<file path="src/rtl/traffic_light_ctrl.sv">
// ---------------------------------------------------------------------------
// traffic_light_ctrl
//
// Phase sequencer for a two-road intersection (main road / side road).
// Counts one-second ticks per phase and drives the red/yellow/green lamps of
// both roads. Main green is held until the side-road sensor asks for service;
// night mode parks the junction in a flashing-yellow state.
//
// Phase order (timed):
//   MAIN_G -> MAIN_Y -> RED_A -> SIDE_G -> SIDE_Y -> RED_B -> MAIN_G
// Either all-red phase diverts to NIGHT when night_mode is set; NIGHT leaves
// through RED_B once night_mode drops.
//
// Ports:
//   clk         system clock
//   rst_n       synchronous active-low reset, sampled on rising clk
//   a_second    one-clk tick, once per second (every high cycle counts)
//   side_req    side-road vehicle sensor, level or pulse
//   night_mode  request flashing-yellow operation
//   main_light  {red,yellow,green} for the main road
//   side_light  {red,yellow,green} for the side road
//   phase       current state encoding
//   sec_left    ticks remaining in the current phase (0 in NIGHT)
//
// All outputs are decoded from registered state only; no input reaches an
// output combinationally.
// ---------------------------------------------------------------------------
module traffic_light_ctrl #(
  parameter int GREEN_TIME   = 20,  // 1..63
  parameter int YELLOW_TIME  = 5,   // 1..63
  parameter int ALL_RED_TIME = 2    // 1..63
) (
  input  logic       clk,
  input  logic       rst_n,
  input  logic       a_second,
  input  logic       side_req,
  input  logic       night_mode,
  output logic [2:0] main_light,
  output logic [2:0] side_light,
  output logic [2:0] phase,
  output logic [5:0] sec_left
);

  typedef enum logic [2:0] {
    MAIN_G = 3'd0,
    MAIN_Y = 3'd1,
    RED_A  = 3'd2,
    SIDE_G = 3'd3,
    SIDE_Y = 3'd4,
    RED_B  = 3'd5,
    NIGHT  = 3'd6,
    ILLEGAL = 3'd7
  } state_e;

  // Last count value of each timed phase (D-1).
  localparam logic [5:0] GREEN_LAST   = 6'(GREEN_TIME - 1);
  localparam logic [5:0] YELLOW_LAST  = 6'(YELLOW_TIME - 1);
  localparam logic [5:0] ALL_RED_LAST = 6'(ALL_RED_TIME - 1);

  // Lamp patterns {red,yellow,green}
  localparam logic [2:0] LAMP_RED    = 3'b100;
  localparam logic [2:0] LAMP_YELLOW = 3'b010;
  localparam logic [2:0] LAMP_GREEN  = 3'b001;

  state_e     state_q, state_d;
  logic [5:0] cnt_q, cnt_d;
  logic       req_lat_q, req_lat_d;
  logic       blink_q, blink_d;

  logic [5:0] last_cnt;   // D-1 of the current phase
  logic       at_last;    // counter sits on the final tick slot

  // Phase duration lookup; untimed states report 0 so sec_left reads 0.
  always_comb begin
    last_cnt = 6'd0;
    case (state_q)
      MAIN_G, SIDE_G: last_cnt = GREEN_LAST;
      MAIN_Y, SIDE_Y: last_cnt = YELLOW_LAST;
      RED_A, RED_B:   last_cnt = ALL_RED_LAST;
      default:        last_cnt = 6'd0;
    endcase
  end

  assign at_last = (cnt_q == last_cnt);

  // -------------------------------------------------------------------------
  // State register
  // -------------------------------------------------------------------------
  always_ff @(posedge clk) begin
    if (!rst_n) begin
      state_q   <= RED_B;
      cnt_q     <= 6'd0;
      req_lat_q <= 1'b0;
      blink_q   <= 1'b1;
    end else begin
      state_q   <= state_d;
      cnt_q     <= cnt_d;
      req_lat_q <= req_lat_d;
      blink_q   <= blink_d;
    end
  end

  // -------------------------------------------------------------------------
  // Next-state logic
  // -------------------------------------------------------------------------
  always_comb begin
    state_d   = state_q;
    cnt_d     = cnt_q;
    req_lat_d = req_lat_q;
    blink_d   = blink_q;

    // Side requests only matter while the side road is not already green.
    if (side_req && (state_q != SIDE_G)) begin
      req_lat_d = 1'b1;
    end

    if (state_q == ILLEGAL) begin
      // Unused encoding: park in all-red without waiting for a tick.
      state_d = RED_B;
      cnt_d   = 6'd0;
    end else if (a_second) begin
      case (state_q)
        MAIN_G: begin
          if (!at_last) begin
            cnt_d = cnt_q + 6'd1;
          end else if (req_lat_q || night_mode) begin
            state_d = MAIN_Y;
            cnt_d   = 6'd0;
          end
          // else: green is held with the counter parked on its last slot
        end
        MAIN_Y: begin
          if (at_last) begin
            state_d = RED_A;
            cnt_d   = 6'd0;
          end else begin
            cnt_d = cnt_q + 6'd1;
          end
        end
        RED_A: begin
          if (at_last) begin
            state_d = night_mode ? NIGHT : SIDE_G;
            cnt_d   = 6'd0;
          end else begin
            cnt_d = cnt_q + 6'd1;
          end
        end
        SIDE_G: begin
          if (at_last) begin
            state_d = SIDE_Y;
            cnt_d   = 6'd0;
          end else begin
            cnt_d = cnt_q + 6'd1;
          end
        end
        SIDE_Y: begin
          if (at_last) begin
            state_d = RED_B;
            cnt_d   = 6'd0;
          end else begin
            cnt_d = cnt_q + 6'd1;
          end
        end
        RED_B: begin
          if (at_last) begin
            state_d = night_mode ? NIGHT : MAIN_G;
            cnt_d   = 6'd0;
          end else begin
            cnt_d = cnt_q + 6'd1;
          end
        end
        NIGHT: begin
          if (!night_mode) begin
            state_d = RED_B;
            cnt_d   = 6'd0;
          end else begin
            blink_d = ~blink_q;
          end
        end
        default: begin
          state_d = RED_B;
          cnt_d   = 6'd0;
        end
      endcase
    end

    // Entering side green serves the pending request; this wins over a
    // request arriving on the same clock.
    if ((state_d == SIDE_G) && (state_q != SIDE_G)) begin
      req_lat_d = 1'b0;
    end

    // Flashing always starts with the lamps lit.
    if ((state_d == NIGHT) && (state_q != NIGHT)) begin
      blink_d = 1'b1;
    end
  end

  // -------------------------------------------------------------------------
  // Output decode
  // -------------------------------------------------------------------------
  always_comb begin
    main_light = LAMP_RED;
    side_light = LAMP_RED;
    phase      = state_q;
    sec_left   = 6'd0;

    case (state_q)
      MAIN_G: begin
        main_light = LAMP_GREEN;
        side_light = LAMP_RED;
      end
      MAIN_Y: begin
        main_light = LAMP_YELLOW;
        side_light = LAMP_RED;
      end
      SIDE_G: begin
        main_light = LAMP_RED;
        side_light = LAMP_GREEN;
      end
      SIDE_Y: begin
        main_light = LAMP_RED;
        side_light = LAMP_YELLOW;
      end
      NIGHT: begin
        main_light = {1'b0, blink_q, 1'b0};
        side_light = {1'b0, blink_q, 1'b0};
      end
      default: begin
        main_light = LAMP_RED;
        side_light = LAMP_RED;
      end
    endcase

    if ((state_q != NIGHT) && (state_q != ILLEGAL)) begin
      sec_left = last_cnt - cnt_q;
    end
  end

endmodule

</file>
<file path="config.mk">
export PLATFORM = sky130hd
export DESIGN_NAME = traffic_light_ctrl
export DESIGN_NICKNAME = d
export VERILOG_FILES = /design/src/rtl/traffic_light_ctrl.sv
export SDC_FILE = /design/constraint.sdc
export NUM_CORES = 1
export LEC_CHECK = 0
export CORE_MARGIN = 2
export CORE_UTILIZATION = 45
export CTS_BUF_LIST = sky130_fd_sc_hd__clkbuf_4
export CTS_CLUSTER_SIZE = 28
export DETAILED_ROUTE_END_ITERATION = 7
export GPL_TIMING_DRIVEN = 1
export HOLD_SLACK_MARGIN = 0.03
export PLACE_DENSITY = 0.72
export SLEW_MARGIN = 20
export SYNTH_ARGS = -nofsm -noshare
export SYNTH_HDL_FRONTEND = slang
export SYNTH_SLANG_ARGS = --single-unit
</file>
<file path="constraint.sdc">
create_clock -name clk -period 2.75 [get_ports clk]
set_input_delay 0.55 -clock clk [delete_from_list [all_inputs] [get_ports clk]]
set_output_delay 0.55 -clock clk [all_outputs]
set_load 0.01 [all_outputs]
</file>
**After elaboration in Yosys (flattened, before gate mapping)**

Index checks and enable logic that the tools add are counted.

- Register bits: 11
- Output and inout bits: 15
- Logic and storage cells: 61

- Add/subtract/negate cells: 2
- Eq/ne operators: 15
- Muxes and demuxes: 22
- Bitwise operators: 3
- Reduce and logical (&&, ||, !) cells: 15

Operator list:

| kind | count |
|---|---|
| $mux 3 | 12 |
| $mux 6 | 5 |
| $pmux 3 s7 | 1 |
| $pmux 3 s3 | 2 |
| $pmux 6 s3 | 1 |
| $eq 3x3->1 const B | 5 |
| $pmux 5 s3 | 1 |
| $reduce_or 2->1 | 6 |
| $eq 3x2->1 const B | 3 |
| $ne 3x3->1 const B | 3 |
| $add 6x1->6 const B | 1 |
| $eq 6x6->1 | 1 |
| $sub 6x6->6 | 1 |
| $reduce_or 5->1 | 1 |
| $logic_and 1x1->1 | 4 |
| $reduce_and 4->1 | 1 |
| $eq 3x1->1 const B | 1 |
| $logic_not 3->1 | 1 |
| $ne 3x2->1 const B | 1 |
| $not 1->1 | 3 |
| $reduce_and 3->1 | 1 |
| $ne 2x2->1 const B | 1 |
| $logic_or 1x1->1 | 1 |

**Depth between registers and ports, before layout**

Gate-level depths: netlist of run 1.

- Depth in word-level cells: 11
- Depth in mapped cells: 9
- Gate-level depth less buffers: 9

**Worst setup path after synthesis of run 1**

OpenSTA, ideal clock, no wires.

- Path type: register -> output
- Start: register state_q[1] (netlist: phase[1])
- End: output port sec_left[5]
- Arrival time: 2344 ps
- Data required time: 2200 ps
- Slack: -144 ps
- Stages on the path, launching flop included: 10
- Path buffers: 1
- Cells stage by stage: dfxtp_1 -> clkbuf_1 -> nor3_1 -> nand2b_1 -> ha_1 -> nor2b_1 -> o21ai_0 -> a21oi_1 -> or3_1 -> a21oi_1

- Word-level cells in the longest chain between the ends: 5
- Elaborated cells on any way between the ends: 15

Ends and longest elaborated chain:

| element | RTL line | RTL |
|---|---|---|
| start: declaration | 65 | `state_e state_q, state_d;` |
| start signal: assignment | 96 | `state_q <= state_d;` |
| $eq 3x3->1 (tied with other cells) | 76 | `case (state_q)` |
| $reduce_or 2->1 | 76 |  |
| $pmux 5 s3 | 76 |  |
| $sub 6x6->6 | 236 | `sec_left = last_cnt - cnt_q;` |
| $mux 6 * | 235 | `if ((state_q != NIGHT) && (state_q != ILLEGAL)) begin` |
| end: declaration | 41 | `output logic [5:0] sec_left` |

Mark *: on every way between the ends. The rest lies on a longest branch, timed or not.

**Worst setup path after layout of run 1**

Ends and elaborated chain as after synthesis.

==> results.json, run 1 <==
{
  "status": "finished, violations left",
  "violations": "negative setup slack",
  "port_buffers": 19,
  "vias": 1049,
  "worstRegToRegCells": 12,
  "setup_viol": 3,
  "first_pass_iters": 5,
  "path_class": "flop to output pin",
  "worst_pin_slew_ps": 396.0,
  "htreeDepth": 1,
  "worstSetupStartpointType": "flop",
  "grt_max_degree": 12,
  "crit_path_start": "phase[1]",
  "slew_headroom": 0.7360,
  "numCtsBuffers": 3,
  "cts-hold-fix-buffers": 0,
  "crit_path_end_kind": "output pin",
  "hold_path.class": "flop to flop",
  "layout_worst_path_cycle_share": 1.016,
  "grt_pass1_vias": 970,
  "ios": 20,
  "fmax_mhz": 358.0,
  "layout_common_cells": "buf_4, nor2_1, clkdlybuf4s50_1, nand2_1",
  "fp.dieH_um": 48.93,
  "synthCells": 123,
  "antennaDiodeCount": 0,
  "cap_violations": 0,
  "wl_met2_um": 1395,
  "required_ps": 2200,
  "post-route-min-period_ps": 2794,
  "die_width_um": 48.93,
  "synth_area_per_cell_um2": 7.385,
  "cts_sinks": 11,
  "hpwl_um": 1915,
  "ys_seq_area_frac": 0.2424,
  "cts-root-buf": "clkbuf_4",
  "cellPowerDensity_nw_per_um2": 1218,
  "grt_overflow": 0,
  "r2r-end": "cnt_q[1]",
  "rsz0062_at_grt": "yes",
  "worstPathArrival_ps": 2240,
  "synth_cell_types": 33,
  "drc_errors": 0,
  "syn_nets": 134,
  "synth_seq_cells": 11,
  "insertion_delay_ps": 270,
  "power_frac_seq": 0.148,
  "worstSetupEndpoint": "sec_left[5]",
  "hold_viol": 0,
  "die_area_um2": 2394,
  "ys_warn_count": 0,
  "dr.max_layer_used": "met4",
  "final_common_cell": "buf_4",
  "viasPerCell": 5.492,
  "antenna_left": 0,
  "fin_nets": 176,
  "crit_path_max_fanout": 5,
  "wl_um": 2796,
  "route.layer.met1.wl_um": 1201,
  "netlist_area_um2": 908.4,
  "drt_iter0_markers": 26,
  "pwr-share-clk": 0.071,
  "p_leak_uw": 0.0005784,
  "clkSlewWorstSetupHoldPaths_ps": 70,
  "power.total_uw": 1694,
  "netSwitchingPower_uw": 778.7,
  "p_int_uw": 915.3,
  "grt_antenna_before_repair": 0,
  "synthToLayoutAreaGrowth_pct": 53.17,
  "wire_per_inst_um": 14.64,
  "swShare": 0.4597,
  "skew_ps": 1.752,
  "grt_first_pass_wirelength_um": 4250,
  "fp.coreArea_um2": 1942,
  "r2r_slack_ps": 310,
  "setup_slack_ps": -43.64,
  "ir_drop_mv": 0.6851,
  "maxSlewViolCount": 0,
  "comb_power_share": 0.780,
  "initial_core_util": 0.4678,
  "hold_ws_ps": 575.8,
  "grt_usage": 0.2255,
  "cts_tree": "done",
  "layout-drive-gt1-share": 0.3171,
  "r2r_start": "phase[1]",
  "rows": 16,
  "cts_buffer_depth": 2,
  "wl_met3_um": 145,
  "gp_congestion": 0.8206
}
[layout make-up]
cell class | count | area [um^2]
Clock buffer | 4 | 30.03
Fill cell | 158 | 550.5
Inverter | 9 | 33.78
Multi-Input combinational cell | 97 | 708.2
Sequential cell | 11 | 229.0
Tap cell | 27 | 33.78
Timing Repair Buffer | 43 | 356.6
[kinds of logic (layout without fill, tap and decap cells)]
| family | after synthesis | in the layout | synth area share |
|---|---|---|---|
| AND/OR/NAND/NOR | 54 | 54 | 0.3154 |
| AO/OA/AOI/OAI | 25 | 25 | 0.1722 |
| buffers and inverters | 15 | 56 | 0.06198 |
| XOR/XNOR | 11 | 11 | 0.1061 |
| flip-flops | 11 | 11 | 0.2424 |
| adder cells (fa/ha/maj) | 6 | 6 | 0.09091 |
| multiplexers | 1 | 1 | 0.01102 |
[synthesized netlist by cell type, drive strengths merged]
cell | n | area (um^2)
o21ai | 9 | 45.04
buf | 1 | 3.750
a31oi | 1 | 6.260
nand4 | 1 | 6.260
nor4 | 1 | 21.27
nor3b | 1 | 7.510
or4 | 1 | 11.26
nor2b | 2 | 12.51
o2111ai | 1 | 8.760
a211oi | 1 | 7.510
ha | 5 | 62.56
a21oi | 8 | 43.79
and3 | 2 | 12.51
fa | 1 | 20.02
dfxtp | 11 | 220.2
nand4b | 2 | 17.52
inv | 9 | 33.78
o22ai | 1 | 6.260
xor2 | 2 | 17.52
and2 | 2 | 12.51
xnor2 | 9 | 78.83
nand2b | 4 | 25.02
nor3 | 5 | 25.02
mux2i | 1 | 10.01
nand2 | 10 | 37.54
clkbuf | 5 | 18.77
nand3 | 5 | 25.02
o21bai | 2 | 15.01
a311oi | 1 | 8.760
o221ai | 1 | 15.01
nor2 | 16 | 60.06
or3 | 2 | 12.51
[power by group through the flow]
stage                     logic (uW)  registers [uW]  clock network (uW)
final                           1320             251                 121
after global routing            1440             254                 130
after CTS                       1210             225                 121
after detailed placement        1230             224                   0
after global placement          1200             224                   0
after floorplan                  655             239                   0
[routing by layer]
layer  up-vias  GRT usage
met5         -          0
met4         0    0.07143
met3         7    0.02147
met2        40     0.4110
met1       497     0.2770
li1        505          -
[sequential cells by signal (all words and copies together) (netlist names)]
register,flops
blink_q,1
cnt_q,6
phase,3
req_lat_q,1
[critical path: stages (launching register included)]
cell and delay [ps]:
dfxtp_4 390, nor2b_4 170, nand2_2 90, nand2b_4 90
ha_4 190, nor2b_1 120, o21ai_1 160, a21oi_1 100
or3_1 380, a21oi_2 140, buf_2 140
[worst min-delay path by stage]
stage	end	from	slack (ps)	cells past startpoint
floorplan	blink_q	blink_q	490	2
global placement	cnt_q[4]	cnt_q[4]	540	2
detailed placement	cnt_q[4]	cnt_q[4]	550	2
CTS	cnt_q[4]	cnt_q[4]	570	2
global route	cnt_q[4]	cnt_q[4]	590	2
finish	cnt_q[4]	cnt_q[4]	580	2
[metrics by stage]
stage | util | instance area [um^2] | setup TNS, ps | setup WS (ps) | std cells
after floorplan | - | 918.4 | 0 | 3.419 | 123
after CTS | 0.6662 | 1294 | -74.42 | -74.42 | 186
after global placement | 0.6476 | 1257 | -358.6 | -160.1 | 182
final | 0.7165 | 1391 | -93.36 | -43.64 | 191
after global routing | 0.7165 | 1391 | -425.0 | -153.9 | 191
after detailed placement | 0.6476 | 1257 | -547.4 | -226.8 | 182
[repair_timing]
item	4_1_cts	5_1_grt
pin swaps	0	12
resized for setup	21	18
setup endpoints to repair	5	5
setup buffers	0	5
No activity file was read; power rests on OpenSTA's default activity.
==> run 2: changes to the inputs <==
- GPL_TIMING_DRIVEN: 1 -> default
==> results of run 2 <==
The final DEF is identical to that of run 1; final timing and power are the same.
==> run 3: changes to the inputs <==
- SKIP_CTS_REPAIR_TIMING: default -> 1
==> results.json, run 3 (synthesis results as in run 1) <==
{
  "status": "finished, violations left",
  "violations": "negative setup slack",
  "fp.coreArea_um2": 1942,
  "hold_viol": 0,
  "largest_reg_flops": 6,
  "stdcell_count": 186,
  "cellPowerDensity_nw_per_um2": 1214,
  "die_area_um2": 2394,
  "gp_congestion": 0.8206,
  "rows": 16,
  "drt_iter0_markers": 42,
  "grt_pass1_vias": 976,
  "register_area_um2": 221.5,
  "antenna_left": 0,
  "finalSetupTns_ps": -7.280,
  "wl_um": 2443,
  "dp_cells": 182,
  "cts_tree": "done",
  "grt_first_pass_wirelength_um": 4215,
  "ir_drop_mv": 0.6142,
  "fmax_mhz": 363.1,
  "cts-root-buf": "clkbuf_4",
  "antennaDiodeCount": 0,
  "hpwl_um": 1915,
  "layout_common_cells": "buf_4, nor2_1, clkdlybuf4s50_1, nand2_1, dfxtp_1",
  "die_width_um": 48.93,
  "ios": 20,
  "worst_pin_slew_ps": 386.5,
  "place_area_um2": 1257,
  "path_class": "flop to output pin",
  "fp.dieH_um": 48.93,
  "wire_per_inst_um": 13.13,
  "top_register": "cnt_q",
  "worstPathArrival_ps": 2200,
  "skew_ps": 3.085,
  "final_common_cell": "buf_4",
  "crit_path_max_fanout": 5,
  "grt_antenna_before_repair": 0,
  "synthToLayoutAreaGrowth_pct": 42.84,
  "required_ps": 2200,
  "p_leak_uw": 0.0005620,
  "clkSlewWorstSetupHoldPaths_ps": 70,
  "cts_buffer_depth": 2,
  "rsz0062_at_grt": "yes",
  "grt_overflow": 0,
  "maxSlewViolCount": 0,
  "cap_violations": 0,
  "slew_headroom": 0.7423,
  "hold_path.class": "flop to flop",
  "worstRegToRegCells": 10,
  "drc_errors": 0,
  "worstSetupStartpointType": "flop",
  "hold_ws_ps": 572.0,
  "numCtsBuffers": 3,
  "layout-drive-gt1-share": 0.2327,
  "min_delay_path_depth": 2,
  "post-route-min-period_ps": 2754,
  "stdcell_area_um2": 1297,
  "setup_viol": 2,
  "initial_core_util": 0.4678,
  "fin_nets": 171,
  "crit_path_end_kind": "output pin",
  "multiInputGateArea_um2": 655.6,
  "first_pass_iters": 4,
  "htreeDepth": 1,
  "port_buffers": 19,
  "layout_worst_path_cycle_share": 1.001,
  "viasPerCell": 5.323,
  "vias": 990,
  "cts_sinks": 11,
  "fill_cells": 184,
  "insertion_delay_ps": 280,
  "setup_slack_ps": -4.102,
  "grt_usage": 0.2236,
  "grt_max_degree": 12
}
[run 3: report_power, final]
part	total (uW)	internal [uW]	switching (uW)
sequential	224	191	32.3
clock	122	66.2	56.1
combinational	1230	606	624
[run 3: per-layer routing]
metal,share of wire,GRT usage,vias to the layer above,routed length (um)
met5,0,0,-,0
met4,0.016,0.07143,0,38
met3,0.030,0.01840,5,74
met2,0.49,0.4018,28,1191
met1,0.47,0.2808,462,1139
li1,-,-,495,-
[run 3: final cells by class]
class / instances / share of cell area
sequential: 11 / 0.1707
tap: 27 / 0.02604
clock buffer: 4 / 0.02314
timing repair buffer: 38 / 0.2488
inverter: 9 / 0.02604
multi-input combinational: 97 / 0.5053
[run 3: worst paths after layout]
path / startpoint / endpoint / slack (ps)
max: phase[1] / sec_left[2] / -4
min: req_lat_q / req_lat_q / 570
max reg2reg: phase[2] / phase[1] / 290
min reg2reg: req_lat_q / req_lat_q / 570
[run 3: through the flow]
| stage | setup slack, ps | utilization | total power [uW] |
|---|---|---|---|
| 6_report | -4.102 | 0.6682 | 1576 |
| 5_1_grt | -169.4 | 0.6682 | 1705 |
| 4_1_cts | -528.6 | 0.6630 | 1585 |
| 3_5_place_dp | -226.8 | 0.6476 | 1455 |
| 3_3_place_gp | -160.1 | 0.6476 | 1420 |
| 2_1_floorplan | 3.419 | - | 893.6 |
[run 3: critical path: stages, from the launching register on]
cell and delay, ps:
dfxtp_2 340, buf_4 140, nand2b_1 160, xnor2_1 190, ha_2 200, inv_1 50, fa_2 360, buf_4 150
xnor2_2 120, nor2_1 80, buf_2 140
